[src/rtl/comb_sched_pkg.sv]
// Shared types and defaults for the round-robin combination scheduler.
// Holds the FSM encoding and the operand/result/watchdog widths.
package comb_sched_pkg;

  localparam int NM_W_DEF  = 4;
  localparam int RES_W_DEF = 13;
  localparam int WD_W      = 16;

  typedef enum logic [1:0] {
    IDLE   = 2'd0,
    LAUNCH = 2'd1,
    WAIT   = 2'd2,
    RESP   = 2'd3
  } sched_state_e;

endpackage

[src/rtl/rr_arbiter.sv]
// Combinational round-robin pick: first set request at or after ptr.
// Returns a one-hot grant, its index and whether anything was granted.
module rr_arbiter #(
  parameter int NREQ  = 4,
  parameter int IDX_W = $clog2(NREQ)
) (
  input  logic [NREQ-1:0]  req,
  input  logic [IDX_W-1:0] ptr,
  output logic [NREQ-1:0]  gnt,
  output logic [IDX_W-1:0] gnt_idx,
  output logic             gnt_any
);

  int               j;
  logic [IDX_W-1:0] jj;

  always_comb begin
    gnt     = '0;
    gnt_idx = '0;
    gnt_any = 1'b0;
    j       = 0;
    jj      = '0;
    for (int k = 0; k < NREQ; k++) begin
      j = int'(ptr) + k;
      if (j >= NREQ) j = j - NREQ;
      jj = IDX_W'(j);
      if (!gnt_any && req[jj]) begin
        gnt_any     = 1'b1;
        gnt[jj]     = 1'b1;
        gnt_idx     = jj;
      end
    end
  end

endmodule

[src/rtl/comb_rr_scheduler.sv]
// Shares one C(n,m) engine among NREQ single-slot requesters.
// Round-robin grant, start/done sequencing and a hang watchdog.
module comb_rr_scheduler
  import comb_sched_pkg::*;
#(
  parameter int NREQ    = 4,
  parameter int NM_W    = NM_W_DEF,
  parameter int RES_W   = RES_W_DEF,
  parameter int TIMEOUT = 65535
) (
  input  logic                 clk,
  input  logic                 rst,
  input  logic [NREQ-1:0]      req_valid,
  output logic [NREQ-1:0]      req_ready,
  input  logic [NREQ*NM_W-1:0] req_n,
  input  logic [NREQ*NM_W-1:0] req_m,
  output logic [NREQ-1:0]      rsp_valid,
  input  logic [NREQ-1:0]      rsp_ready,
  output logic [RES_W-1:0]     rsp_result,
  output logic                 rsp_err,
  output logic                 eng_start,
  output logic [NM_W-1:0]      eng_n,
  output logic [NM_W-1:0]      eng_m,
  output logic                 eng_rst,
  input  logic                 eng_done,
  input  logic [RES_W-1:0]     eng_result
);

  localparam int IDX_W = $clog2(NREQ);
  localparam logic [WD_W-1:0] TO_LIM = WD_W'(TIMEOUT);

  sched_state_e state_q, state_d;

  logic [NREQ-1:0]  full_q, full_d;
  logic [NM_W-1:0]  sn_q [NREQ];
  logic [NM_W-1:0]  sn_d [NREQ];
  logic [NM_W-1:0]  sm_q [NREQ];
  logic [NM_W-1:0]  sm_d [NREQ];
  logic [IDX_W-1:0] ptr_q, ptr_d;
  logic [NREQ-1:0]  gnt_q, gnt_d;
  logic [NM_W-1:0]  en_q, en_d;
  logic [NM_W-1:0]  em_q, em_d;
  logic [RES_W-1:0] res_q, res_d;
  logic             err_q, err_d;
  logic             abort_q, abort_d;
  logic [WD_W-1:0]  wd_q, wd_d;

  logic [NREQ-1:0]  acc;
  logic [NREQ-1:0]  arb_gnt;
  logic [IDX_W-1:0] arb_idx;
  logic             arb_any;

  // Slots are only full while unserved or in RESP, so the
  // full vector is exactly the set eligible for a new grant.
  rr_arbiter #(
    .NREQ  (NREQ),
    .IDX_W (IDX_W)
  ) u_arb (
    .req     (full_q),
    .ptr     (ptr_q),
    .gnt     (arb_gnt),
    .gnt_idx (arb_idx),
    .gnt_any (arb_any)
  );

  always_comb begin
    state_d = state_q;
    full_d  = full_q;
    sn_d    = sn_q;
    sm_d    = sm_q;
    ptr_d   = ptr_q;
    gnt_d   = gnt_q;
    en_d    = en_q;
    em_d    = em_q;
    res_d   = res_q;
    err_d   = err_q;
    abort_d = 1'b0;
    wd_d    = wd_q;

    acc = req_valid & ~full_q;
    for (int i = 0; i < NREQ; i++) begin
      if (acc[i]) begin
        full_d[i] = 1'b1;
        sn_d[i]   = req_n[i*NM_W +: NM_W];
        sm_d[i]   = req_m[i*NM_W +: NM_W];
      end
    end

    unique case (state_q)
      IDLE: begin
        if (arb_any) begin
          gnt_d = arb_gnt;
          if (arb_idx == IDX_W'(NREQ-1)) ptr_d = '0;
          else ptr_d = arb_idx + 1'b1;
          if (sm_q[arb_idx] > sn_q[arb_idx]) begin
            res_d   = '0;
            err_d   = 1'b0;
            state_d = RESP;
          end else begin
            en_d    = sn_q[arb_idx];
            em_d    = sm_q[arb_idx];
            state_d = LAUNCH;
          end
        end
      end
      LAUNCH: begin
        wd_d    = '0;
        state_d = WAIT;
      end
      WAIT: begin
        wd_d = wd_q + 1'b1;
        // first WAIT cycle (wd_q == 0) may see a stale done level
        if (wd_q != '0 && eng_done) begin
          res_d   = eng_result;
          err_d   = 1'b0;
          state_d = RESP;
        end else if (wd_d == TO_LIM) begin
          abort_d = 1'b1;
          res_d   = '0;
          err_d   = 1'b1;
          state_d = RESP;
        end
      end
      RESP: begin
        if (|(rsp_ready & gnt_q)) begin
          full_d  = full_d & ~gnt_q;
          state_d = IDLE;
        end
      end
      default: state_d = IDLE;
    endcase
  end

  always_ff @(posedge clk) begin
    if (rst) begin
      state_q <= IDLE;
      full_q  <= '0;
      ptr_q   <= '0;
      gnt_q   <= '0;
      en_q    <= '0;
      em_q    <= '0;
      res_q   <= '0;
      err_q   <= 1'b0;
      abort_q <= 1'b0;
      wd_q    <= '0;
      for (int i = 0; i < NREQ; i++) begin
        sn_q[i] <= '0;
        sm_q[i] <= '0;
      end
    end else begin
      state_q <= state_d;
      full_q  <= full_d;
      ptr_q   <= ptr_d;
      gnt_q   <= gnt_d;
      en_q    <= en_d;
      em_q    <= em_d;
      res_q   <= res_d;
      err_q   <= err_d;
      abort_q <= abort_d;
      wd_q    <= wd_d;
      sn_q    <= sn_d;
      sm_q    <= sm_d;
    end
  end

  assign req_ready  = ~full_q;
  assign rsp_valid  = (state_q == RESP) ? gnt_q : '0;
  assign rsp_result = res_q;
  assign rsp_err    = err_q;
  assign eng_start  = (state_q == LAUNCH);
  assign eng_n      = en_q;
  assign eng_m      = em_q;
  assign eng_rst    = rst | abort_q;

endmodule

[config.mk]
export PLATFORM = sky130hd
export DESIGN_NAME = comb_rr_scheduler
export DESIGN_NICKNAME = d
export VERILOG_FILES = /design/src/rtl/comb_sched_pkg.sv /design/src/rtl/rr_arbiter.sv /design/src/rtl/comb_rr_scheduler.sv
export SDC_FILE = /design/constraint.sdc
export NUM_CORES = 1
export LEC_CHECK = 0
export CAP_MARGIN = 20
export CORE_ASPECT_RATIO = 1.75
export CORE_MARGIN = 4
export CORE_UTILIZATION = 52
export DETAILED_ROUTE_END_ITERATION = 7
export HOLD_SLACK_MARGIN = 0.08
export PLACE_DENSITY = 0.8
export SYNTH_ARGS = -nofsm -noshare
export SYNTH_HDL_FRONTEND = slang
export SYNTH_SLANG_ARGS = --single-unit
[constraint.sdc]
create_clock -name clk -period 5.18 [get_ports clk]
set_input_delay 1.036 -clock clk [delete_from_list [all_inputs] [get_ports clk]]
set_output_delay 1.036 -clock clk [all_outputs]
set_load 0.005 [all_outputs]
After elaboration in Yosys (flattened, before gate mapping)

Index checks and enable logic that the tools add are counted.

Register bits: 83
Word-level logic and storage cells: 147

$add $sub $neg: 9
Magnitude comparators: 14
Equality and inequality tests: 9
Mux-type cells: 64
Bitwise operators: 12
Reductions and logical operators: 21

Operators with widths:

| cell                    | number |
|---|---|
| $mux W13                | 4 |
| $mux W4                 | 11 |
| $pmux W16 S2            | 1 |
| $mux W2                 | 14 |
| $pmux W13 S2            | 1 |
| $mux W1                 | 21 |
| $add A16 B1 Y16 const B | 1 |
| $bmux W4 S2             | 2 |
| $eq A16 B16 Y1 const B  | 1 |
| $reduce_bool A16 Y1     | 1 |
| $and A4 B4 Y4           | 3 |
| $ge A3 B3 Y1 const B    | 4 |
| $lt A2 B3 Y1 const B    | 4 |
| $or A4 B4 Y4            | 3 |
| $bmux W1 S2             | 4 |
| $demux W1 S2            | 4 |
| $ge A2 B1 Y1 const B    | 4 |
| $logic_and A1 B1 Y1     | 8 |
| $not A4 Y4              | 2 |
| $pmux W2 S4             | 1 |
| $sub A2 B1 Y2 const B   | 4 |
| $add A2 B2 Y3 const B   | 2 |
| $eq A2 B2 Y1 const B    | 3 |
| $ne A2 B2 Y1 const B    | 3 |
| other kinds (18)        | 23 |

Longest topological paths before layout

Word-level depth: 22
Gate-level depth with buffers: 18

Cells and area by module

Synthesis repeated with hierarchy kept, for this count alone.

Cell total of the unflattened synthesis: 477
Area total of the unflattened synthesis: 4336.7 µm²

By module, submodules not included:

| module            | instances | cells each | area each (µm²) | sequential area each (µm²) |
|---|---|---|---|---|
| comb_rr_scheduler | 1         | 432        | 3917.5          | 1661.6 |
| rr_arbiter        | 1         | 45         | 419.2           | 0.0 |

Least setup slack after synthesis

Ideal clock, no wire load.

Kind: register to register
Start point: register ptr_q[0]
End point: register res_q[10] (netlist: rsp_result[10])
Library setup time: 0.060 ns
Arrival: 4.145 ns
Required time: 5.120 ns
Setup slack: 0.975 ns
Cell stages (with the launch flop): 19
Buffers on the path: 4
Cells stage by stage: dfxtp_1 > buf_2 > inv_1 > ha_1 > mux4_2 > a221oi_2 > nor2b_1 > buf_6 > buf_6 > mux2i_1 > mux2_2 > ha_1 > nor2b_1 > o21ai_0 > a21o_1 > o22ai_2 > nor4b_1 > clkbuf_1 > a22o_1

Longest elaborated chain between the ends: 21
Elaborated cells between the ends (all ways): 48

RTL lines:

| item                                                   | RTL line                 | RTL |
|---|---|---|
| start: declaration                                     | comb_rr_scheduler.sv:39  | `logic [IDX_W-1:0] ptr_q, ptr_d;` |
| start signal: assignment                               | comb_rr_scheduler.sv:153 | `ptr_q <= ptr_d;` |
| branches (longest 20 deep; another with $add A2 B1 Y3) | --                       |  |
| $reduce_and A4 Y1 (no source line) (*)                 | --                       |  |
| end signal: assignment                                 | comb_rr_scheduler.sv:157 | `res_q <= res_d;` |
| end: declaration                                       | comb_rr_scheduler.sv:43  | `logic [RES_W-1:0] res_q, res_d;` |

Every way passes the cells marked *. The select of a mux whose other input is x is not followed.
A chain may end at the register's enable or synchronous reset.

Worst setup path in the final report

Start point: register ptr_q[0]
End point: register res_q[3] (netlist: rsp_result[3])

Same word-level chain as after synthesis.

==> impl_results.md <==
- Largest net degree at the start of global routing: 68
- Synthesized flop and latch total: 83
- Die area: 9980 sq um
- Fill count: 707
- Area of the multi-input gates: 2500 sq um
- CP Launch Type: flip-flop
- Post-CTS Setup Inserts: 0
- Die height: 129 um
- Commonest non-fill, non-tap cell in the layout: clkdlybuf4s50_1
- Total global routing overflow: 0
- Status: completed
- Hold WS: 479 ps
- Global-route wire length before repair: 18600 um
- IO Pins: 88
- Worst Path Required: 5460 ps
- Slew headroom: 27.0%
- Clock root buffer: clkbuf_16
- Die W: 77.3 um
- Final setup TNS: 0 ps
- Antenna violations before repair: 0
- CP max FO: 13
- PD cells: 435 nW/um^2
- Port bufs: 87
- CP Buf/Inv Count: 1
- Area leader, netlist: dfxtp_1
- Ys async rst share: 0%
- Gpl congestion: 0.858
- Hold Fails Final Rpt: 0
- Clock-pin transition on the worst setup and hold timing paths: 60 ps
- Final net count: 638
- Layout cell share with drive strength beyond 1: 8.06%
- Minimum clock period: 4430 ps
- Total track usage: 23.3%
- Slowest-stage cell, CP: dfxtp_1
- Area growth syn-to-layout: 26.1%
- Setup slack after layout: 746 ps
- Total CTS buffers: 9
- Remaining antenna violation count: 0
- Avg Inst Size Synth: 8.78 sq um
- HPWL Detailed: 8370 um
- Crit path max-delay family: compound AO/OA/AOI/OAI gates
- Worst Path Arrival: 4720 ps
- Max-cap violations: 0
- H-tree depth: 3
- Core area: 8260 sq um
- Post-layout util: 66.6%
- Mapped Cells: 497
- Slew Viols, Final: 0
- Worst Skew: 4.46 ps
- DR vias: 3889
- IR drop worst, VDD: 0.275 mV
- Seq/Total Area, Yosys: 38.1%
- Wirelength per Cell: 17.2 um
- Slew at the pin closest to its max-slew limit: 1090 ps
- Netlist Area Pre-Place: 4360 sq um
- Final setup violation count: 0
- DRT iter0 DRCs: 312
- Synth top area share: 38.1%
- Critical Setup Path Class: flip-flop to flip-flop
- Vias in the first global route: 3968
- Ant diodes: 0
- PostCTS Resize Cnt: 0
- Worst setup EP type: flip-flop
- Clock Latency Late Sink: 340 ps
- Row Count: 44
- YS warnings: 0
- Hold-fix buffers, CTS: 0
- CTS Buffer Depth: 2
- DR pass1 iterations: 4
- TritonCTS clock tree: built
- DR vias/cell: 5.87
- Register area: 1660 sq um
- Number of flops mapped to enable cells by yosys: 0
- Wirelength, routed: 11400 um
- Max Fclk: 226 MHz
- Syn_nets: 569
- Netlist cell types: 53
- DRC: 0
- LEAKAGE: 2.10 nW
- Most frequent cells in the layout: clkdlybuf4s50_1, dfxtp_1, nor2_1
- Unrepaired setup endpoints after global routing: no
- Dpl ws: 449 ps
- Top cells by area, synth: dfxtp_1, mux2i_1, nor2_1
- Largest stage delay, worst path: 630 ps
- Crit path cell chain: inv_1 > ha_1 > mux4_2 > a21oi_2 > a2bb2oi_2 > mux2_2 > ha_1 > nor2b_1 > o21ai_0 > a21o_1 > o22ai_2 > a21oi_2 > a22o_1
- Period utilization: 85.6%
- Commonest register cell after synthesis: dfxtp_1
- Worst Hold Class: flip-flop to flip-flop
- Starting density of the core: 52.8%
- Clock Sinks: 83
-- final timing paths --
| kind | slack, ps | endpoint | cells after the start | start |
|---|---|---|---|---|
| worst max-delay path | 750 | rsp_result[3] | 13 | ptr_q[0] |
| worst min-delay path | 480 | eng_m[3] | 2 | eng_m[3] |
| worst max register to register | 750 | rsp_result[3] | 13 | ptr_q[0] |
| worst min register to register | 480 | eng_m[3] | 2 | eng_m[3] |
-- power breakdown --
group          switching, mW  total (mW)  internal, mW
Sequential            0.0712       0.775         0.703
Combinational          0.581        1.03         0.450
Clock                  0.258       0.585         0.327
-- logic make-up after synthesis --
logic type      Yosys count  synth area share, %
xor+xnor                  3                0.602
simple gates            196                 22.0
fa+ha+maj                16                 4.59
mux                      61                 14.8
buf+inv                  47                 4.90
compound gates           91                 15.1
flops                    83                 38.1
-- through the flow --
| stage | cell area, sq um | power [mW] | std cells |
|---|---|---|---|
| 2_1_floorplan | 4360 | 1.55 | 497 |
| 3_3_place_gp | 5220 | 1.76 | 646 |
| 3_5_place_dp | 5220 | 1.79 | 646 |
| 4_1_cts | 5490 | 2.38 | 662 |
| 5_1_grt | 5500 | 2.54 | 663 |
| 6_report | 5500 | 2.39 | 663 |
-- cells in the mapped netlist, types with 3 or more instances --
cell and n:
nor4_1 6, ha_1 16, o21ai_0 8, dfxtp_1 83, o211ai_1 8, mux2_2 7
mux2i_1 52, nor2b_1 9, inv_1 14, nand2b_1 12, and2_1 4, a21oi_1 27
clkbuf_1 18, nand4_1 8, nor3b_1 3, a211oi_1 12, a22oi_1 4, nand3_1 8
a31oi_1 3, buf_2 9, nand2_1 43, buf_6 3, nor2_1 66, nor3_1 23
a22o_1 15
-- sequential cells by signal, summed over array words and instances, names as in the netlist --
name	flops
sm_q	16
sn_q	16
wd_q	16
rsp_result	13
eng_m	4
eng_n	4
full_q	4
gnt_q	4
ptr_q	2
state_q	2
abort_q	1
rsp_err	1
-- layout make-up --
type,instances,share of cell area (%)
clock buffer,11,4.23
clock inverter,5,0.705
inverter,14,0.955
multi-input combinational,367,45.4
sequential,83,30.2
tap,92,2.09
timing repair buffer,91,16.4
-- tightest hold or removal path, delay by kind of cell, from the launching register on --
family / cells / cell delay, ps
compound gates: 1 / 60
flops: 1 / 330
simple gates: 1 / 50
-- metal layers --
metal,part of all wire (%),up-vias,GRT usage [%]
li1,-,1904,-
met3,4.4,35,3.69
met4,4.6,0,15.3
met2,54,124,44.0
met1,37,1826,23.2
met5,0,-,0
Power figures use the tool's default switching activity.
